==> src/rtl/viterbi_job_ctrl_if.sv <==
// Signal bundle between the observation source, the Viterbi core and the
// result consumer. The job controller uses the slave view; the surrounding
// environment uses the master view.
interface viterbi_job_ctrl_if #(
  parameter int CNTW = 16
);
  // observation stream
  logic [1:0]      s_obs;
  logic            s_last;
  logic            s_valid;
  logic            s_ready;
  // decoder core side
  logic            v_start;
  logic [2:0]      v_length;
  logic [1:0]      v_obs_in;
  logic            v_obs_valid;
  logic            v_done;
  logic [15:0]     v_path;
  // result port
  logic [15:0]     m_path;
  logic [2:0]      m_len;
  logic [1:0]      m_flags;
  logic            m_valid;
  logic            m_ready;
  logic [CNTW-1:0] jobs_done;

  modport slave (
    input  s_obs, s_last, s_valid,
    output s_ready,
    output v_start, v_length, v_obs_in, v_obs_valid,
    input  v_done, v_path,
    output m_path, m_len, m_flags, m_valid,
    input  m_ready,
    output jobs_done
  );

  modport master (
    output s_obs, s_last, s_valid,
    input  s_ready,
    input  v_start, v_length, v_obs_in, v_obs_valid,
    output v_done, v_path,
    input  m_path, m_len, m_flags, m_valid,
    output m_ready,
    input  jobs_done
  );
endinterface

==> src/rtl/viterbi_job_ctrl.sv <==
// Job sequencer for the 3-state Viterbi decoder core. A collector FSM buffers
// up to seven observation symbols; a sequencer FSM replays the buffer into the
// core, waits for done, captures the masked path and offers it on the result
// port. Collection of the next job overlaps decoding of the current one.
module viterbi_job_ctrl #(
  parameter int CNTW = 16
) (
  input logic               clk,
  input logic               rst_n,
  viterbi_job_ctrl_if.slave vj
);

  localparam int MAXLEN = 7;

  typedef enum logic [1:0] {
    COL_COLLECT = 2'd0,
    COL_FULL    = 2'd1,
    COL_DISCARD = 2'd2
  } col_state_t;

  typedef enum logic [1:0] {
    S_IDLE  = 2'd0,
    S_FEED  = 2'd1,
    S_WAIT  = 2'd2,
    S_DRAIN = 2'd3
  } seq_state_t;

  // Keeps only the path entries that belong to a job of length len.
  function automatic logic [15:0] path_mask(input logic [2:0] len);
    logic [15:0] m;
    case (len)
      3'd1:    m = 16'h0003;
      3'd2:    m = 16'h000F;
      3'd3:    m = 16'h003F;
      3'd4:    m = 16'h00FF;
      3'd5:    m = 16'h03FF;
      3'd6:    m = 16'h0FFF;
      3'd7:    m = 16'h3FFF;
      default: m = 16'h0000;
    endcase
    return m;
  endfunction

  // collector state
  col_state_t  r_col_state;
  col_state_t  w_col_next;
  logic [2:0]  r_cnt;
  logic [1:0]  r_buf [MAXLEN];
  logic [2:0]  r_len;
  logic        r_trunc;
  logic        r_bad;
  logic        r_s_ready;

  // sequencer state
  seq_state_t  r_seq_state;
  seq_state_t  w_seq_next;
  logic [2:0]  r_idx;
  logic        r_release;
  logic [1:0]  r_job_flags;
  logic        r_v_start;
  logic [2:0]  r_v_length;
  logic [1:0]  r_v_obs_in;
  logic        r_v_obs_valid;
  logic [15:0] r_m_path;
  logic [2:0]  r_m_len;
  logic [1:0]  r_m_flags;
  logic        r_m_valid;
  logic [CNTW-1:0] r_jobs_done;

  logic        w_s_hs;
  logic [1:0]  w_sym;
  logic        w_bad_sym;
  logic        w_cnt_max;
  logic        w_issue;
  logic        w_feed_last;

  assign w_s_hs      = vj.s_valid && r_s_ready;
  assign w_bad_sym   = (vj.s_obs == 2'd3);
  assign w_sym       = w_bad_sym ? 2'd0 : vj.s_obs;
  assign w_cnt_max   = (r_cnt == 3'(MAXLEN - 1));
  // the sequencer only looks at the registered m_valid, so a start never
  // coincides with the result handshake
  assign w_issue     = (r_col_state == COL_FULL) && !r_m_valid && !vj.v_done;
  assign w_feed_last = (r_idx == (r_v_length - 3'd1));

  // Collector next-state: fill, overflow into discard, hold while full.
  always_comb begin
    w_col_next = r_col_state;
    case (r_col_state)
      COL_COLLECT: begin
        if (w_s_hs && vj.s_last) begin
          w_col_next = COL_FULL;
        end else if (w_s_hs && w_cnt_max) begin
          w_col_next = COL_DISCARD;
        end else begin
          w_col_next = COL_COLLECT;
        end
      end
      COL_DISCARD: begin
        if (w_s_hs && vj.s_last) begin
          w_col_next = COL_FULL;
        end else begin
          w_col_next = COL_DISCARD;
        end
      end
      COL_FULL: begin
        if (r_release) begin
          w_col_next = COL_COLLECT;
        end else begin
          w_col_next = COL_FULL;
        end
      end
      default: w_col_next = COL_COLLECT;
    endcase
  end

  // Collector registers: symbol buffer, count, length and job flags.
  always_ff @(posedge clk or negedge rst_n) begin
    if (!rst_n) begin
      r_col_state <= COL_COLLECT;
      r_cnt       <= 3'd0;
      r_buf       <= '{default: 2'b00};
      r_len       <= 3'd0;
      r_trunc     <= 1'b0;
      r_bad       <= 1'b0;
      r_s_ready   <= 1'b1;
    end else begin
      r_col_state <= w_col_next;
      r_s_ready   <= (w_col_next != COL_FULL);
      case (r_col_state)
        COL_COLLECT: begin
          if (w_s_hs) begin
            r_buf[r_cnt] <= w_sym;
            r_bad        <= r_bad | w_bad_sym;
            if (vj.s_last) begin
              r_len <= r_cnt + 3'd1;
            end else if (w_cnt_max) begin
              r_trunc <= 1'b1;
              r_len   <= 3'(MAXLEN);
            end else begin
              r_cnt <= r_cnt + 3'd1;
            end
          end
        end
        COL_FULL: begin
          if (r_release) begin
            r_cnt   <= 3'd0;
            r_trunc <= 1'b0;
            r_bad   <= 1'b0;
          end
        end
        default: begin
          r_cnt <= r_cnt;
        end
      endcase
    end
  end

  // Sequencer next-state: issue, feed remaining symbols, wait, drain done.
  always_comb begin
    w_seq_next = r_seq_state;
    case (r_seq_state)
      S_IDLE: begin
        if (w_issue) begin
          w_seq_next = (r_len == 3'd1) ? S_WAIT : S_FEED;
        end else begin
          w_seq_next = S_IDLE;
        end
      end
      S_FEED: begin
        if (w_feed_last) begin
          w_seq_next = S_WAIT;
        end else begin
          w_seq_next = S_FEED;
        end
      end
      S_WAIT: begin
        if (vj.v_done) begin
          w_seq_next = S_DRAIN;
        end else begin
          w_seq_next = S_WAIT;
        end
      end
      S_DRAIN: begin
        if (!vj.v_done) begin
          w_seq_next = S_IDLE;
        end else begin
          w_seq_next = S_DRAIN;
        end
      end
      default: w_seq_next = S_IDLE;
    endcase
  end

  // Sequencer registers: core drive pulses, buffer release and result capture.
  always_ff @(posedge clk or negedge rst_n) begin
    if (!rst_n) begin
      r_seq_state   <= S_IDLE;
      r_idx         <= 3'd0;
      r_release     <= 1'b0;
      r_job_flags   <= 2'b00;
      r_v_start     <= 1'b0;
      r_v_length    <= 3'd0;
      r_v_obs_in    <= 2'd0;
      r_v_obs_valid <= 1'b0;
      r_m_path      <= 16'h0000;
      r_m_len       <= 3'd0;
      r_m_flags     <= 2'b00;
      r_m_valid     <= 1'b0;
      r_jobs_done   <= {CNTW{1'b0}};
    end else begin
      r_seq_state   <= w_seq_next;
      r_v_start     <= 1'b0;
      r_v_obs_valid <= 1'b0;
      r_release     <= 1'b0;
      if (r_m_valid && vj.m_ready) begin
        r_m_valid <= 1'b0;
      end
      case (r_seq_state)
        S_IDLE: begin
          if (w_issue) begin
            r_v_start   <= 1'b1;
            r_v_obs_in  <= r_buf[0];
            r_v_length  <= r_len;
            r_job_flags <= {r_bad, r_trunc};
            r_idx       <= 3'd1;
            r_release   <= (r_len == 3'd1);
          end
        end
        S_FEED: begin
          r_v_obs_valid <= 1'b1;
          r_v_obs_in    <= r_buf[r_idx];
          r_idx         <= r_idx + 3'd1;
          r_release     <= w_feed_last;
        end
        S_WAIT: begin
          if (vj.v_done) begin
            r_m_path    <= vj.v_path & path_mask(r_v_length);
            r_m_len     <= r_v_length;
            r_m_flags   <= r_job_flags;
            r_m_valid   <= 1'b1;
            r_jobs_done <= r_jobs_done + {{(CNTW-1){1'b0}}, 1'b1};
          end
        end
        default: begin
          r_idx <= r_idx;
        end
      endcase
    end
  end

  assign vj.s_ready     = r_s_ready;
  assign vj.v_start     = r_v_start;
  assign vj.v_length    = r_v_length;
  assign vj.v_obs_in    = r_v_obs_in;
  assign vj.v_obs_valid = r_v_obs_valid;
  assign vj.m_path      = r_m_path;
  assign vj.m_len       = r_m_len;
  assign vj.m_flags     = r_m_flags;
  assign vj.m_valid     = r_m_valid;
  assign vj.jobs_done   = r_jobs_done;

endmodule

==> src/flat_wrapper.sv <==
// flat-port wrapper written by rule: the top's interface ports become plain ports
module viterbi_job_ctrl_flat 
#(
  parameter int CNTW = 16
)
  (clk, rst_n, vj_s_obs, vj_s_last, vj_s_valid, vj_s_ready, vj_v_start, vj_v_length, vj_v_obs_in, vj_v_obs_valid, vj_v_done, vj_v_path, vj_m_path, vj_m_len, vj_m_flags, vj_m_valid, vj_m_ready, vj_jobs_done);
  viterbi_job_ctrl_if #(.CNTW(CNTW)) vj_i ();
  input logic clk;
  input logic rst_n;
  input wire logic [$bits(vj_i.s_obs)-1:0] vj_s_obs;
  input wire logic [$bits(vj_i.s_last)-1:0] vj_s_last;
  input wire logic [$bits(vj_i.s_valid)-1:0] vj_s_valid;
  output wire logic [$bits(vj_i.s_ready)-1:0] vj_s_ready;
  output wire logic [$bits(vj_i.v_start)-1:0] vj_v_start;
  output wire logic [$bits(vj_i.v_length)-1:0] vj_v_length;
  output wire logic [$bits(vj_i.v_obs_in)-1:0] vj_v_obs_in;
  output wire logic [$bits(vj_i.v_obs_valid)-1:0] vj_v_obs_valid;
  input wire logic [$bits(vj_i.v_done)-1:0] vj_v_done;
  input wire logic [$bits(vj_i.v_path)-1:0] vj_v_path;
  output wire logic [$bits(vj_i.m_path)-1:0] vj_m_path;
  output wire logic [$bits(vj_i.m_len)-1:0] vj_m_len;
  output wire logic [$bits(vj_i.m_flags)-1:0] vj_m_flags;
  output wire logic [$bits(vj_i.m_valid)-1:0] vj_m_valid;
  input wire logic [$bits(vj_i.m_ready)-1:0] vj_m_ready;
  output wire logic [$bits(vj_i.jobs_done)-1:0] vj_jobs_done;
  assign vj_i.s_obs = vj_s_obs;
  assign vj_i.s_last = vj_s_last;
  assign vj_i.s_valid = vj_s_valid;
  assign vj_s_ready = vj_i.s_ready;
  assign vj_v_start = vj_i.v_start;
  assign vj_v_length = vj_i.v_length;
  assign vj_v_obs_in = vj_i.v_obs_in;
  assign vj_v_obs_valid = vj_i.v_obs_valid;
  assign vj_i.v_done = vj_v_done;
  assign vj_i.v_path = vj_v_path;
  assign vj_m_path = vj_i.m_path;
  assign vj_m_len = vj_i.m_len;
  assign vj_m_flags = vj_i.m_flags;
  assign vj_m_valid = vj_i.m_valid;
  assign vj_i.m_ready = vj_m_ready;
  assign vj_jobs_done = vj_i.jobs_done;
  viterbi_job_ctrl #(.CNTW(CNTW)) u_core (.clk(clk), .rst_n(rst_n), .vj(vj_i));
endmodule
==> config.mk <==
export PLATFORM = sky130hd
export DESIGN_NAME = viterbi_job_ctrl_flat
export DESIGN_NICKNAME = d
export VERILOG_FILES = /design/src/rtl/viterbi_job_ctrl_if.sv /design/src/rtl/viterbi_job_ctrl.sv /design/src/flat_wrapper.sv
export SDC_FILE = /design/constraint.sdc
export NUM_CORES = 1
export LEC_CHECK = 0
export CAP_MARGIN = 20
export CORE_UTILIZATION = 25
export CTS_CLUSTER_SIZE = 10
export DETAILED_ROUTE_END_ITERATION = 16
export MAX_ROUTING_LAYER = met4
export PLACE_DENSITY = 0.43
export SETUP_SLACK_MARGIN = 0.4
export SLEW_MARGIN = 20
export SYNTH_ARGS = -nofsm -noshare
export SYNTH_HDL_FRONTEND = slang
export SYNTH_SLANG_ARGS = --single-unit
==> constraint.sdc <==
create_clock -name clk -period 4.6 [get_ports clk]
set_clock_uncertainty 0.1 [all_clocks]
set_input_delay 1.15 -clock clk [delete_from_list [all_inputs] [get_ports clk]]
set_output_delay 1.15 -clock clk [all_outputs]
set_load 0.02 [all_outputs]
==> results.ini <==
[global_routing]
antenna_found_initial = 0
grtUsageTotal = 0.1282
grt_pass1_vias = 2573
grt_pass1_wl_um = 13740
grt_remaining_overflow = 0
grt_max_degree = 77

[timing]
relSlewSlack = 0.4787
rsz0062_at_grt = false
timing.fmax_mhz = 344.9
finalHoldViolations = 0
fin_setup_tns_ps = 0
period_minus_slack_ps = 2899
timing.final.crit_share = 0.6303
fin_ws_ps = 1701
setup_viol = 0
worstMarginPinSlew_ps = 780.3
slew_violations = 0

[detailed_routing]
drt_iter0_drc = 133
wl_met2_um = 3812
wl_met3_um = 368
wire_per_inst_um = 14.14
met1_length_um = 3782
ant_nets = 0
top_layer = met4
vias_per_cell = 4.377
num_vias = 2495
drc = 0
drt_first_pass_iters = 4
drt-total-wl_um = 8062

[placed_design]
dp.cells = 554
gp_congestion = 0.7479
place_ws_ps = 1326
hpwl_um = 5698
numPortBuffers = 65

[power_and_ir_drop]
switchingPower_uw = 1046
p_int_uw = 1900
seq_power_share = 0.381
swShare = 0.3552
vdd_drop_max_v = 0.0001905
power_frac_clock = 0.261
power_frac_comb = 0.359
leakagePower_uw = 0.002044
pwr_density_cell_nw_per_um2 = 634.9

[die]
num_rows = 42
start_util = 0.2605
core-area_um2 = 13510
dieArea_um2 = 14550
pin_count = 70
die_width_um = 120.6
die_y_um = 120.6

[cts]
htree_levels = 3
clock_path_buffers = 2
cts_root_buffer = clkbuf_16
cts_resized = 0
clkSinkCount = 76
cts_setup_buffers = 0
clk_latency_ps = 340
clk_pin_slew_ps = 60
cts_made_buffers = 9
cts_hold_buffers = 0
tritoncts = built

[worst_hold_path]
holdCritPathClass = reg2reg

[layout]
drive_gt1_frac = 0.1142
nNetsFinal = 422
antennaDiodeCount = 0
area_delta_synth_final_pct = 31.90
fin_cells = 570

[worst_setup_path]
crit_family = simple AND/OR/NAND/NOR gates
reg2reg_slack_ps = 2530
crit_type = in2reg
crit_path_cell_trace = clkdlybuf4s50_1, or4b_1, or3_1, mux2i_1, o21ai_0
worst_path_max_delay_cell = or4b_1
crit_path_max_fanout = 6
cp-end-kind = flop
crit_buf_inv = 1
cpPeakStageDelay_ps = 550
crit_arrival_ps = 2990
critPathLaunchType = input port
cp.required_ps = 4690

[synthesis]
syn_inst = 326
yosysTopAreaCell = dfrtp_1
synth_cell_types = 49
synth-seq-area-share = 0.5409
synth_top_cell_area_share = 0.5334
synth.most_common_cell = dfrtp_1
avgSynthCellArea_um2 = 10.79
synth_area_leaders = dfrtp_1 (53%), nand2_1 (6.1%), mux2_2 (4.5%), xnor2_1 (3.2%), ha_1 (3.2%)
ys_seq_elements = 76
synth_edf_count = 0
ys_top_cells_by_count = dfrtp_1 (75), nand2_1 (57), o21ai_0 (17)
async_reset_ff_frac = 1.000
synth_ff_type = dfrtp_1
netlist_area_um2 = 3518
yosysWarnings = 0

[outcome]
status = finished clean

[flow_run]
drv_cap = 0

final cells by class:
type,count,area (µm²)
fillers,1340,8865
flip-flops and latches,76,1903
multi-input cells,223,1468
repair buffers,67,666.9
clock buffers,10,239.0
well taps,176,220.2
clock inverters,6,86.33
inverters,12,57.56
final timing paths:
| check | start | to | cells past startpoint |
|---|---|---|---|
| min in group asynchronous | rst_n | u_core.vj.jobs_done[15]$_DFFE_PN0P_ | 1 |
| hold / removal | u_core.vj.jobs_done[15]$_DFFE_PN0P_ | u_core.vj.jobs_done[15]$_DFFE_PN0P_ | 1 |
| hold reg to reg | u_core.vj.jobs_done[15]$_DFFE_PN0P_ | u_core.vj.jobs_done[15]$_DFFE_PN0P_ | 1 |
| max in group asynchronous | rst_n | u_core.r_buf[8]$_DFFE_PN0P_ | 1 |
| setup reg to reg | u_core.r_col_state[1]$_DFF_PN0_ | u_core.vj.v_obs_in[0]$_DFFE_PN0P_ | 4 |
| setup / recovery | vj_v_done | u_core.vj.v_obs_in[0]$_DFFE_PN0P_ | 5 |
cell usage in the layout, fill, tap and decap left out, types with 7 or more instances in the layout:
cell type / count
clkbuf_16: 9
clkdlybuf4s50_1: 64
dfrtp_1: 75
ha_1: 9
inv_1: 11
mux2_2: 14
mux2i_1: 8
nand2_1: 57
nand3_1: 12
nor2_1: 16
nor3_1: 7
o21ai_0: 17
xnor2_1: 13
xor2_1: 7
power groups by stage:
stage	Combinational (µW)	Clock (µW)	Sequential, µW
after floorplan	595	0	1190
after global placement	1060	0	1140
after detailed placement	1070	0	1140
after CTS	1070	799	1130
after global routing	1180	824	1170
final	1060	769	1120
logic make-up after synthesis:
group	count (synthesis)	share of synthesized area
and+or+nand+nor	123	0.1693
DFF	76	0.5409
AOI/OAI and AO/OA	45	0.08357
buffers and inverters	28	0.04303
muxes	24	0.08037
xor gates and xnor gates	20	0.04979
adders and majority gates	9	0.03201
other	1	0.001066
routing by layer:
layer,vias to the layer above,track usage
met2,55,0.1986
li1,1245,-
met4,0,0.03935
met1,1187,0.1580
met3,8,0.04292
met5,-,-
through the flow:
stage	utilization	power (µW)	instance area [µm²]	hold slack, ps
6_report	0.3436	2946	4641	369.6
5_1_grt	0.3436	3178	4641	399.4
2_1_floorplan	-	1780	3522	337.6
3_5_place_dp	0.3193	2210	4312	359.8
4_1_cts	0.3433	3003	4637	370.2
3_3_place_gp	0.3193	2198	4312	353.7
flip-flops by register name, indices dropped and copies added (netlist names):
| signal | count |
|---|---|
| u_core.vj.v_start | 1 |
| u_core.vj.v_obs_in | 2 |
| u_core.vj.jobs_done | 16 |
| u_core.r_release | 1 |
| u_core.r_job_flags | 2 |
| u_core.r_cnt | 3 |
| u_core.r_bad | 1 |
| u_core.r_col_state | 2 |
| u_core.r_buf | 14 |
| u_core.vj.m_valid | 1 |
| u_core.r_trunc | 1 |
| u_core.r_len | 3 |
| u_core.vj.m_len | 3 |
| u_core.vj.m_flags | 2 |
| u_core.vj.v_obs_valid | 1 |
| u_core.r_seq_state | 2 |
| u_core.vj.m_path | 14 |
| u_core.vj.v_length | 3 |
| u_core.r_idx | 3 |
| u_core.vj.s_ready | 1 |
worst reg2reg max path, stage by stage (launching register included):
cell and delay (ps):
dfrtp_1 420, or4b_1 590, or3_1 520, mux2i_1 210, o21ai_0 80
Note: power is estimated with default switching activity, not from simulation.
